## config.mk

```make
export PLATFORM = sky130hd
export DESIGN_NAME = id_ex_ctrl
export DESIGN_NICKNAME = d
export VERILOG_FILES = /design/src/rtl/mips_pkg.sv /design/src/rtl/ctrl_decode.sv /design/src/rtl/id_ex_ctrl.sv
export SDC_FILE = /design/constraint.sdc
export NUM_CORES = 1
export LEC_CHECK = 0
export ABC_AREA = 1
export CAP_MARGIN = 15
export CORE_MARGIN = 3
export CORE_UTILIZATION = 42
export DETAILED_ROUTE_END_ITERATION = 6
export PLACE_DENSITY_LB_ADDON = 0.08
export SLEW_MARGIN = 0
export SYNTH_ARGS = -nofsm -noshare
export SYNTH_HDL_FRONTEND = slang
export SYNTH_SLANG_ARGS = --single-unit
```

## constraint.sdc

```tcl
create_clock -name clock -period 1.8 [get_ports clock]
set_input_delay 0.18 -clock clock [delete_from_list [all_inputs] [get_ports clock]]
set_output_delay 0.18 -clock clock [all_outputs]
set_load 0.01 [all_outputs]
```

## src/rtl/mips_pkg.sv

```systemverilog
// Shared MIPS decode constants: opcodes, funct codes, ALU op codes and the
// control bundle handed from decode to the ID/EX register.
package mips_pkg;

   localparam logic [5:0] OP_RTYPE = 6'h00;
   localparam logic [5:0] OP_BEQ   = 6'h04;
   localparam logic [5:0] OP_BNE   = 6'h05;
   localparam logic [5:0] OP_ADDI  = 6'h08;
   localparam logic [5:0] OP_ADDIU = 6'h09;
   localparam logic [5:0] OP_ANDI  = 6'h0C;
   localparam logic [5:0] OP_ORI   = 6'h0D;
   localparam logic [5:0] OP_XORI  = 6'h0E;
   localparam logic [5:0] OP_LUI   = 6'h0F;
   localparam logic [5:0] OP_LW    = 6'h23;
   localparam logic [5:0] OP_SW    = 6'h2B;

   localparam logic [5:0] FN_SLL   = 6'h00;
   localparam logic [5:0] FN_SRL   = 6'h02;
   localparam logic [5:0] FN_SRA   = 6'h03;
   localparam logic [5:0] FN_ADD   = 6'h20;
   localparam logic [5:0] FN_ADDU  = 6'h21;
   localparam logic [5:0] FN_SUB   = 6'h22;
   localparam logic [5:0] FN_SUBU  = 6'h23;
   localparam logic [5:0] FN_AND   = 6'h24;
   localparam logic [5:0] FN_OR    = 6'h25;
   localparam logic [5:0] FN_XOR   = 6'h26;

   localparam logic [3:0] ALUC_ADD = 4'b0000;
   localparam logic [3:0] ALUC_SUB = 4'b0100;
   localparam logic [3:0] ALUC_AND = 4'b0001;
   localparam logic [3:0] ALUC_OR  = 4'b0101;
   localparam logic [3:0] ALUC_XOR = 4'b0010;
   localparam logic [3:0] ALUC_LUI = 4'b0110;
   localparam logic [3:0] ALUC_SLL = 4'b0011;
   localparam logic [3:0] ALUC_SRL = 4'b0111;
   localparam logic [3:0] ALUC_SRA = 4'b1111;

   typedef struct packed {
      logic [3:0] aluc;
      logic       aluimm;
      logic       shift;
      logic       sext;
      logic       wreg;
      logic       m2reg;
      logic       wmem;
   } ctrl_t;

   function automatic ctrl_t mkCtrl(input logic [3:0] aluc, input logic aluimm,
                                    input logic shift, input logic sext,
                                    input logic wreg, input logic m2reg,
                                    input logic wmem);
      ctrl_t c;
      c.aluc   = aluc;
      c.aluimm = aluimm;
      c.shift  = shift;
      c.sext   = sext;
      c.wreg   = wreg;
      c.m2reg  = m2reg;
      c.wmem   = wmem;
      return c;
   endfunction

endpackage

```

## src/rtl/ctrl_decode.sv

```systemverilog
// Combinational instruction decoder: instruction word to ALU/operand control
// bundle, destination register and illegal flag. Shared with the hazard unit.
module ctrl_decode
   import mips_pkg::*;
#(
   parameter int RN_W = 5
) (
   input  logic [31:0]     inst_i,
   output ctrl_t           ctrl_o,
   output logic [RN_W-1:0] rn_o,
   output logic            illegal_o
);

   logic [5:0] opcode;
   logic [5:0] funct;

   assign opcode = inst_i[31:26];
   assign funct  = inst_i[5:0];

   // Unknown encodings leave the all-zero bundle: aluc=add, no writes.
   always_comb begin
      ctrl_o    = '0;
      illegal_o = 1'b0;
      rn_o      = RN_W'(inst_i[20:16]);
      case (opcode)
         OP_RTYPE: begin
            rn_o = RN_W'(inst_i[15:11]);
            case (funct)
               FN_ADD, FN_ADDU: ctrl_o = mkCtrl(ALUC_ADD, 1'b0, 1'b0, 1'b0, 1'b1, 1'b0, 1'b0);
               FN_SUB, FN_SUBU: ctrl_o = mkCtrl(ALUC_SUB, 1'b0, 1'b0, 1'b0, 1'b1, 1'b0, 1'b0);
               FN_AND:          ctrl_o = mkCtrl(ALUC_AND, 1'b0, 1'b0, 1'b0, 1'b1, 1'b0, 1'b0);
               FN_OR:           ctrl_o = mkCtrl(ALUC_OR,  1'b0, 1'b0, 1'b0, 1'b1, 1'b0, 1'b0);
               FN_XOR:          ctrl_o = mkCtrl(ALUC_XOR, 1'b0, 1'b0, 1'b0, 1'b1, 1'b0, 1'b0);
               FN_SLL:          ctrl_o = mkCtrl(ALUC_SLL, 1'b0, 1'b1, 1'b0, 1'b1, 1'b0, 1'b0);
               FN_SRL:          ctrl_o = mkCtrl(ALUC_SRL, 1'b0, 1'b1, 1'b0, 1'b1, 1'b0, 1'b0);
               FN_SRA:          ctrl_o = mkCtrl(ALUC_SRA, 1'b0, 1'b1, 1'b0, 1'b1, 1'b0, 1'b0);
               default:         illegal_o = 1'b1;
            endcase
         end
         OP_ADDI, OP_ADDIU: ctrl_o = mkCtrl(ALUC_ADD, 1'b1, 1'b0, 1'b1, 1'b1, 1'b0, 1'b0);
         OP_ANDI:           ctrl_o = mkCtrl(ALUC_AND, 1'b1, 1'b0, 1'b0, 1'b1, 1'b0, 1'b0);
         OP_ORI:            ctrl_o = mkCtrl(ALUC_OR,  1'b1, 1'b0, 1'b0, 1'b1, 1'b0, 1'b0);
         OP_XORI:           ctrl_o = mkCtrl(ALUC_XOR, 1'b1, 1'b0, 1'b0, 1'b1, 1'b0, 1'b0);
         OP_LUI:            ctrl_o = mkCtrl(ALUC_LUI, 1'b1, 1'b0, 1'b0, 1'b1, 1'b0, 1'b0);
         OP_LW:             ctrl_o = mkCtrl(ALUC_ADD, 1'b1, 1'b0, 1'b1, 1'b1, 1'b1, 1'b0);
         OP_SW:             ctrl_o = mkCtrl(ALUC_ADD, 1'b1, 1'b0, 1'b1, 1'b0, 1'b0, 1'b1);
         OP_BEQ, OP_BNE:    ctrl_o = mkCtrl(ALUC_SUB, 1'b0, 1'b0, 1'b1, 1'b0, 1'b0, 1'b0);
         default:           illegal_o = 1'b1;
      endcase
   end

endmodule

```

## src/rtl/id_ex_ctrl.sv

```systemverilog
// ID/EX control register: decodes the ID instruction and holds the ALU
// controls for EX under a valid/ready handshake with stall and flush.
module id_ex_ctrl
   import mips_pkg::*;
#(
   parameter int RN_W      = 5,
   parameter int ILL_CNT_W = 8
) (
   input  logic                 clock,
   input  logic                 resetn,
   input  logic [31:0]          d_inst,
   input  logic                 d_valid,
   output logic                 d_ready,
   input  logic                 e_ready,
   input  logic                 flush,
   output logic                 e_valid,
   output logic [3:0]           e_aluc,
   output logic                 e_aluimm,
   output logic                 e_shift,
   output logic                 e_sext,
   output logic                 e_wreg,
   output logic                 e_m2reg,
   output logic                 e_wmem,
   output logic [RN_W-1:0]      e_rn,
   output logic                 e_illegal,
   output logic [ILL_CNT_W-1:0] ill_cnt
);

   ctrl_t                decCtrl;
   logic [RN_W-1:0]      decRn;
   logic                 decIllegal;

   ctrl_t                ctrl_q,    ctrl_d;
   logic [RN_W-1:0]      rn_q,      rn_d;
   logic                 valid_q,   valid_d;
   logic                 illegal_q, illegal_d;
   logic [ILL_CNT_W-1:0] illCnt_q,  illCnt_d;
   logic                 transfer;

   ctrl_decode #(.RN_W(RN_W)) u_decode (
      .inst_i    (d_inst),
      .ctrl_o    (decCtrl),
      .rn_o      (decRn),
      .illegal_o (decIllegal)
   );

   assign d_ready  = e_ready | ~valid_q;
   assign transfer = d_valid & d_ready;

   // Flush beats transfer so a killed instruction is neither latched nor
   // counted; fields not named in a bubble/flush keep their old value.
   always_comb begin
      ctrl_d    = ctrl_q;
      rn_d      = rn_q;
      valid_d   = valid_q;
      illegal_d = illegal_q;
      illCnt_d  = illCnt_q;
      if (flush) begin
         valid_d     = 1'b0;
         ctrl_d.wreg = 1'b0;
         ctrl_d.wmem = 1'b0;
         illegal_d   = 1'b0;
      end else if (transfer) begin
         valid_d   = 1'b1;
         ctrl_d    = decCtrl;
         rn_d      = decRn;
         illegal_d = decIllegal;
         if (decIllegal && (illCnt_q != '1)) begin
            illCnt_d = illCnt_q + ILL_CNT_W'(1);
         end
      end else if (e_ready && valid_q) begin
         valid_d     = 1'b0;
         ctrl_d.wreg = 1'b0;
         ctrl_d.wmem = 1'b0;
      end
   end

   always_ff @(posedge clock or negedge resetn) begin
      if (!resetn) begin
         ctrl_q    <= '0;
         rn_q      <= '0;
         valid_q   <= 1'b0;
         illegal_q <= 1'b0;
         illCnt_q  <= '0;
      end else begin
         ctrl_q    <= ctrl_d;
         rn_q      <= rn_d;
         valid_q   <= valid_d;
         illegal_q <= illegal_d;
         illCnt_q  <= illCnt_d;
      end
   end

   assign e_valid   = valid_q;
   assign e_aluc    = ctrl_q.aluc;
   assign e_aluimm  = ctrl_q.aluimm;
   assign e_shift   = ctrl_q.shift;
   assign e_sext    = ctrl_q.sext;
   assign e_wreg    = ctrl_q.wreg;
   assign e_m2reg   = ctrl_q.m2reg;
   assign e_wmem    = ctrl_q.wmem;
   assign e_rn      = rn_q;
   assign e_illegal = illegal_q;
   assign ill_cnt   = illCnt_q;

endmodule
```

Word level (Yosys, flattened, before mapping) --
Index checks and enable logic that the tools add are counted.
Cells by class: add/sub/neg operators 1, equality and inequality tests 20, mux-type cells 14, bitwise gates (word level) 4, reductions and logical operators 14
Operator list (number):
- one-hot mux 10 bit (9 select lines) | 1
- one-hot mux 10 bit (8 select lines) | 1
- equality test 6 bit (second input constant) | 9
- equality test 6 x 4 -> 1 bit (second input constant) | 6
- OR reduction 10 bit | 2
- equality test 6 x 2 -> 1 bit (second input constant) | 2
- equality test 6 x 3 -> 1 bit (second input constant) | 2
- logical NOT 6 bit | 2
- two-way mux 1 bit | 10
- adder 8 x 1 -> 8 bit (second input constant) | 1
- inequality test 8 bit (second input constant) | 1
- OR reduction 2 bit | 4
- two-way mux 5 bit | 1
- AND reduction 3 bit | 1
- nonzero test 3 bit | 1
- logical AND 1 bit | 2
- inverter 1 bit | 2
- one-hot mux 1 bit (2 select lines) | 1
- AND reduction 2 bit | 1
- nonzero test 2 bit | 1
- bitwise AND 1 bit | 1
- OR 1 bit | 1
Storage, ports and cells: register bits 25, input port bits 37, output and inout bits 26, word-level logic and storage cells 64

Logic depth before layout (Yosys ltp) --
depth in word-level cells 6, gate-level depth with buffers 10, depth with buffers taken out 10

Modules after synthesis --
Synthesis repeated with hierarchy kept, for this count alone.
Unflattened totals: cells, all modules 230, area, all modules 1604.0 um^2
By module, submodules not included:
- id_ex_ctrl | times used 1, cells each 147, area an instance 1202.4 um^2, sequential area each 625.6 um^2
- ctrl_decode | times used 1, cells each 83, area an instance 401.6 um^2, sequential area each 0.0 um^2

Least setup slack after synthesis --
No wires, ideal clock.
path kind flip-flop to flip-flop, start point register valid_q, in the netlist e_valid, end point register illCnt_q[3], in the netlist ill_cnt[3], library setup time 118 ps, arrival 1271 ps, required time 1682 ps, slack 411 ps, stages on the path, launching flop included 9, path buffers 0, clock period less this slack 1389 ps, cells stage by stage dfrtp_1 nand2_1 nand2_2 nor2_2 inv_4 nor2_8 nand3_4 nand2_1 nand2_1
On the way: word-level cells in the longest chain between the ends 4
Ends and longest elaborated chain:
- from (decl) | RTL line id_ex_ctrl.sv:35 | logic valid_q, valid_d;
- from (signal assigned) | RTL line id_ex_ctrl.sv:88 | valid_q <= valid_d;
- inverter 1 bit | RTL line id_ex_ctrl.sv:47 | assign d_ready = e_ready | ~valid_q;
- OR 1 bit | RTL line id_ex_ctrl.sv:47
- net d_ready | RTL line id_ex_ctrl.sv:13 | output logic d_ready,
- bitwise AND 1 bit | RTL line id_ex_ctrl.sv:48 | assign transfer = d_valid & d_ready;
- AND reduction 3 bit (no line)
- to (signal assigned) | RTL line id_ex_ctrl.sv:90 | illCnt_q <= illCnt_d;
- to (decl) | RTL line id_ex_ctrl.sv:37 | logic [ILL_CNT_W-1:0] illCnt_q, illCnt_d;
The timed path passes the listed nets, and every way through them passes these cells. A chain may end at the register's enable or synchronous reset.

Worst setup path in the final report --
start point register illCnt_q[0], in the netlist ill_cnt[0], end point register illCnt_q[3], in the netlist ill_cnt[3]
On the way: word-level cells in the longest chain between the ends 3, elaborated cells between the ends (all ways) 4, those cells by class 1 x add/sub; 1 x eq/ne; 2 x reduce/logical
Ends and longest elaborated chain:
- parallel branches: the longest is 3 deep, another holds adder 8 x 1 -> 8 bit
Several ways; the timed one is not identified.

==> run metrics <==
critical path required time=around 2.1 ns; Mapped Area=about 1500 µm²; share of cells above drive strength 1=0.115; Crit. End Element=register; final setup fails=0; CTS tree=done; CTS buffer count=3; Top-Level Pins=63; largest net degree at the start of global routing=26; initial antenna violation count=0; area of the multi-input gates=between 700 and 800 µm²; row count=20; Via Count=roughly 1,500; Syn Area/Cell=just under 8 µm²; H-tree depth=1; Netlist cell types=25; Post-Syn Instances=186; Worst setup SP type=register; grt ovf=0; All-Layer GR Usage=0.192; # Post-CTS Setup Buffers=0; die footprint=around 4200 µm²; Mapped Nets=roughly 220; Fin Clk Skew=between 0.0015 and 0.002 ns; synthesis-to-finish area growth=42.8%; starting density of the core=0.460; Worst-Skew Late Latency=between 0.3 and 0.4 ns; routability cong.=about 0.91; vias in the first global route=approximately 1,500; RSZ-0062 raised after global routing=no; Seq/Total Area, Yosys=0.428; sequential cell area=roughly 630 µm²; Fin. Hold Viols=0; Fill cells=a little under 300; number of routed nets with antenna violations=0; ANT cells=0; CTS Hold Bufs=0; most common cell after layout, fill and taps aside=nand2_1; fin crit share=0.895; Max-cap violations=0; worst min-delay path class=in2async; Die W=about 65 µm; setup TNS=0 ns; I/O Buffers=52; Nets=about 280; Static Leakage=~0.001 µW; Worst-Margin Slew=0.315 ns; Post-Route WL=approximately 3.7 mm; total core area=approximately 3200 µm²; fmax=0.620 GHz; Yosys warning total=0; maximum vdd drop=~0.00036 V; Avg WL per Cell=approximately 13 µm; run status=complete, no violations; Rel. slew slack=0.790; most frequent cells in the layout=63 x nand2_1, 52 x clkdlybuf4s50_1, 25 x dfrtp_1, 15 x nor2_1, 13 x o21ai_1; CP arrival=between 1.5 and 2 ns; Final Util=0.657; first-pass GRT wire length=6.43 mm; detailed-placement wirelength estimate=2.91 mm; Final Max Tran Viols=0; Detailed Route Iter0 Violations=85; Die Ht=65.0 µm; root buf cell=clkbuf_4; CP max FO=9; critical path class=reg2reg; Pwr Density=677 nW/µm²; CTS resizes=0; drt pass-1 iters=4; Clk pin slew, worst setup/hold paths=between 0.1 and 0.15 ns; post-synthesis register bit count=25; CTS max path bufs=2; Vias/cell=between 5 and 6; DRC errors left=0; Final min period=approximately 1.6 ns; CTS Sinks=25
==> critical path: stages (launching register included) <==
cell,delay (ns)
dfrtp_1,0.45
ha_1,0.22
nand3_1,0.13
nor2_1,0.19
nand3_2,0.23
nand3_4,0.21
nand2_1,0.08
nand2_1,0.06
==> final timing paths <==
check	from	end	slack, ns	cells after the start
setup / recovery	ill_cnt[0]	ill_cnt[3]	0.19	7
hold / removal	resetn	e_rn[1]	0.19	2
setup reg to reg	ill_cnt[0]	ill_cnt[3]	0.19	7
hold reg to reg	e_aluc[2]	e_aluc[2]	0.51	2
max in group asynchronous	resetn	e_rn[2]	1.37	2
min in group clock	d_inst[12]	e_rn[1]	0.43	3
==> where the power goes <==
group / total [µW] / switching (µW) / internal [µW]
clock network: 269 / 184 / 85.2
registers: 695 / 67.9 / 628
logic: 449 / 205 / 244
total: 1410 / 457 / 956
==> flip-flops by register name (all words and copies together) (netlist names) <==
signal     count
ill_cnt        8
e_rn           5
e_aluc         4
e_aluimm       1
e_illegal      1
e_m2reg        1
e_sext         1
e_shift        1
e_valid        1
e_wmem         1
e_wreg         1
==> through the flow <==
stage | area [µm²] | setup slack (ns) | hold WS (ns) | power, µW | std cells
3_3_place_gp | 2060 | 0.123 | 0.467 | 1130 | 284
2_1_floorplan | 1460 | 0.411 | -0.116 | 892 | 186
5_1_grt | 2090 | 0.0385 | 0.220 | 1500 | 288
3_5_place_dp | 2060 | 0.0540 | 0.469 | 1160 | 284
4_1_cts | 2090 | 0.183 | 0.204 | 1420 | 288
6_report | 2090 | 0.188 | 0.193 | 1410 | 288
==> synthesized netlist by cell type (all sizes together) <==
| library cell | count | area, µm² |
|---|---|---|
| xor2 | 3 | 26.3 |
| dfrtp | 25 | 626 |
| xnor2 | 3 | 26.3 |
| nor2 | 22 | 133 |
| o31ai | 2 | 15.0 |
| a21o | 1 | 7.51 |
| inv | 16 | 65.1 |
| o22ai | 1 | 6.26 |
| buf | 2 | 10.0 |
| nand3 | 16 | 115 |
| nand4 | 10 | 62.6 |
| a21oi | 3 | 15.0 |
| ha | 1 | 12.5 |
| nand2 | 67 | 272 |
| o21ai | 14 | 70.1 |
==> logic make-up after synthesis <==
kind of cell | count (synthesis) | share of synthesized area
flops | 25 | 0.428
xor+xnor | 6 | 0.0360
simple gates | 115 | 0.398
buf+inv | 18 | 0.0514
fa+ha+maj | 1 | 0.00856
compound gates | 21 | 0.0779
==> area by class of cell <==
type,count,share of cell area
clock buffer,3,0.0108
clock inverter,1,0.00360
inverter,16,0.0312
multi-input combinational,143,0.365
sequential,25,0.300
tap,44,0.0264
timing repair buffer,56,0.264
==> layer usage <==
layer,GRT usage,vias up,part of all wire
met2,0.328,53,0.47
met1,0.242,673,0.45
met4,0.0818,0,0.025
met3,0.0260,9,0.057
li1,-,725,-
met5,0,-,0
Note: power is estimated with default switching activity, not from simulation.
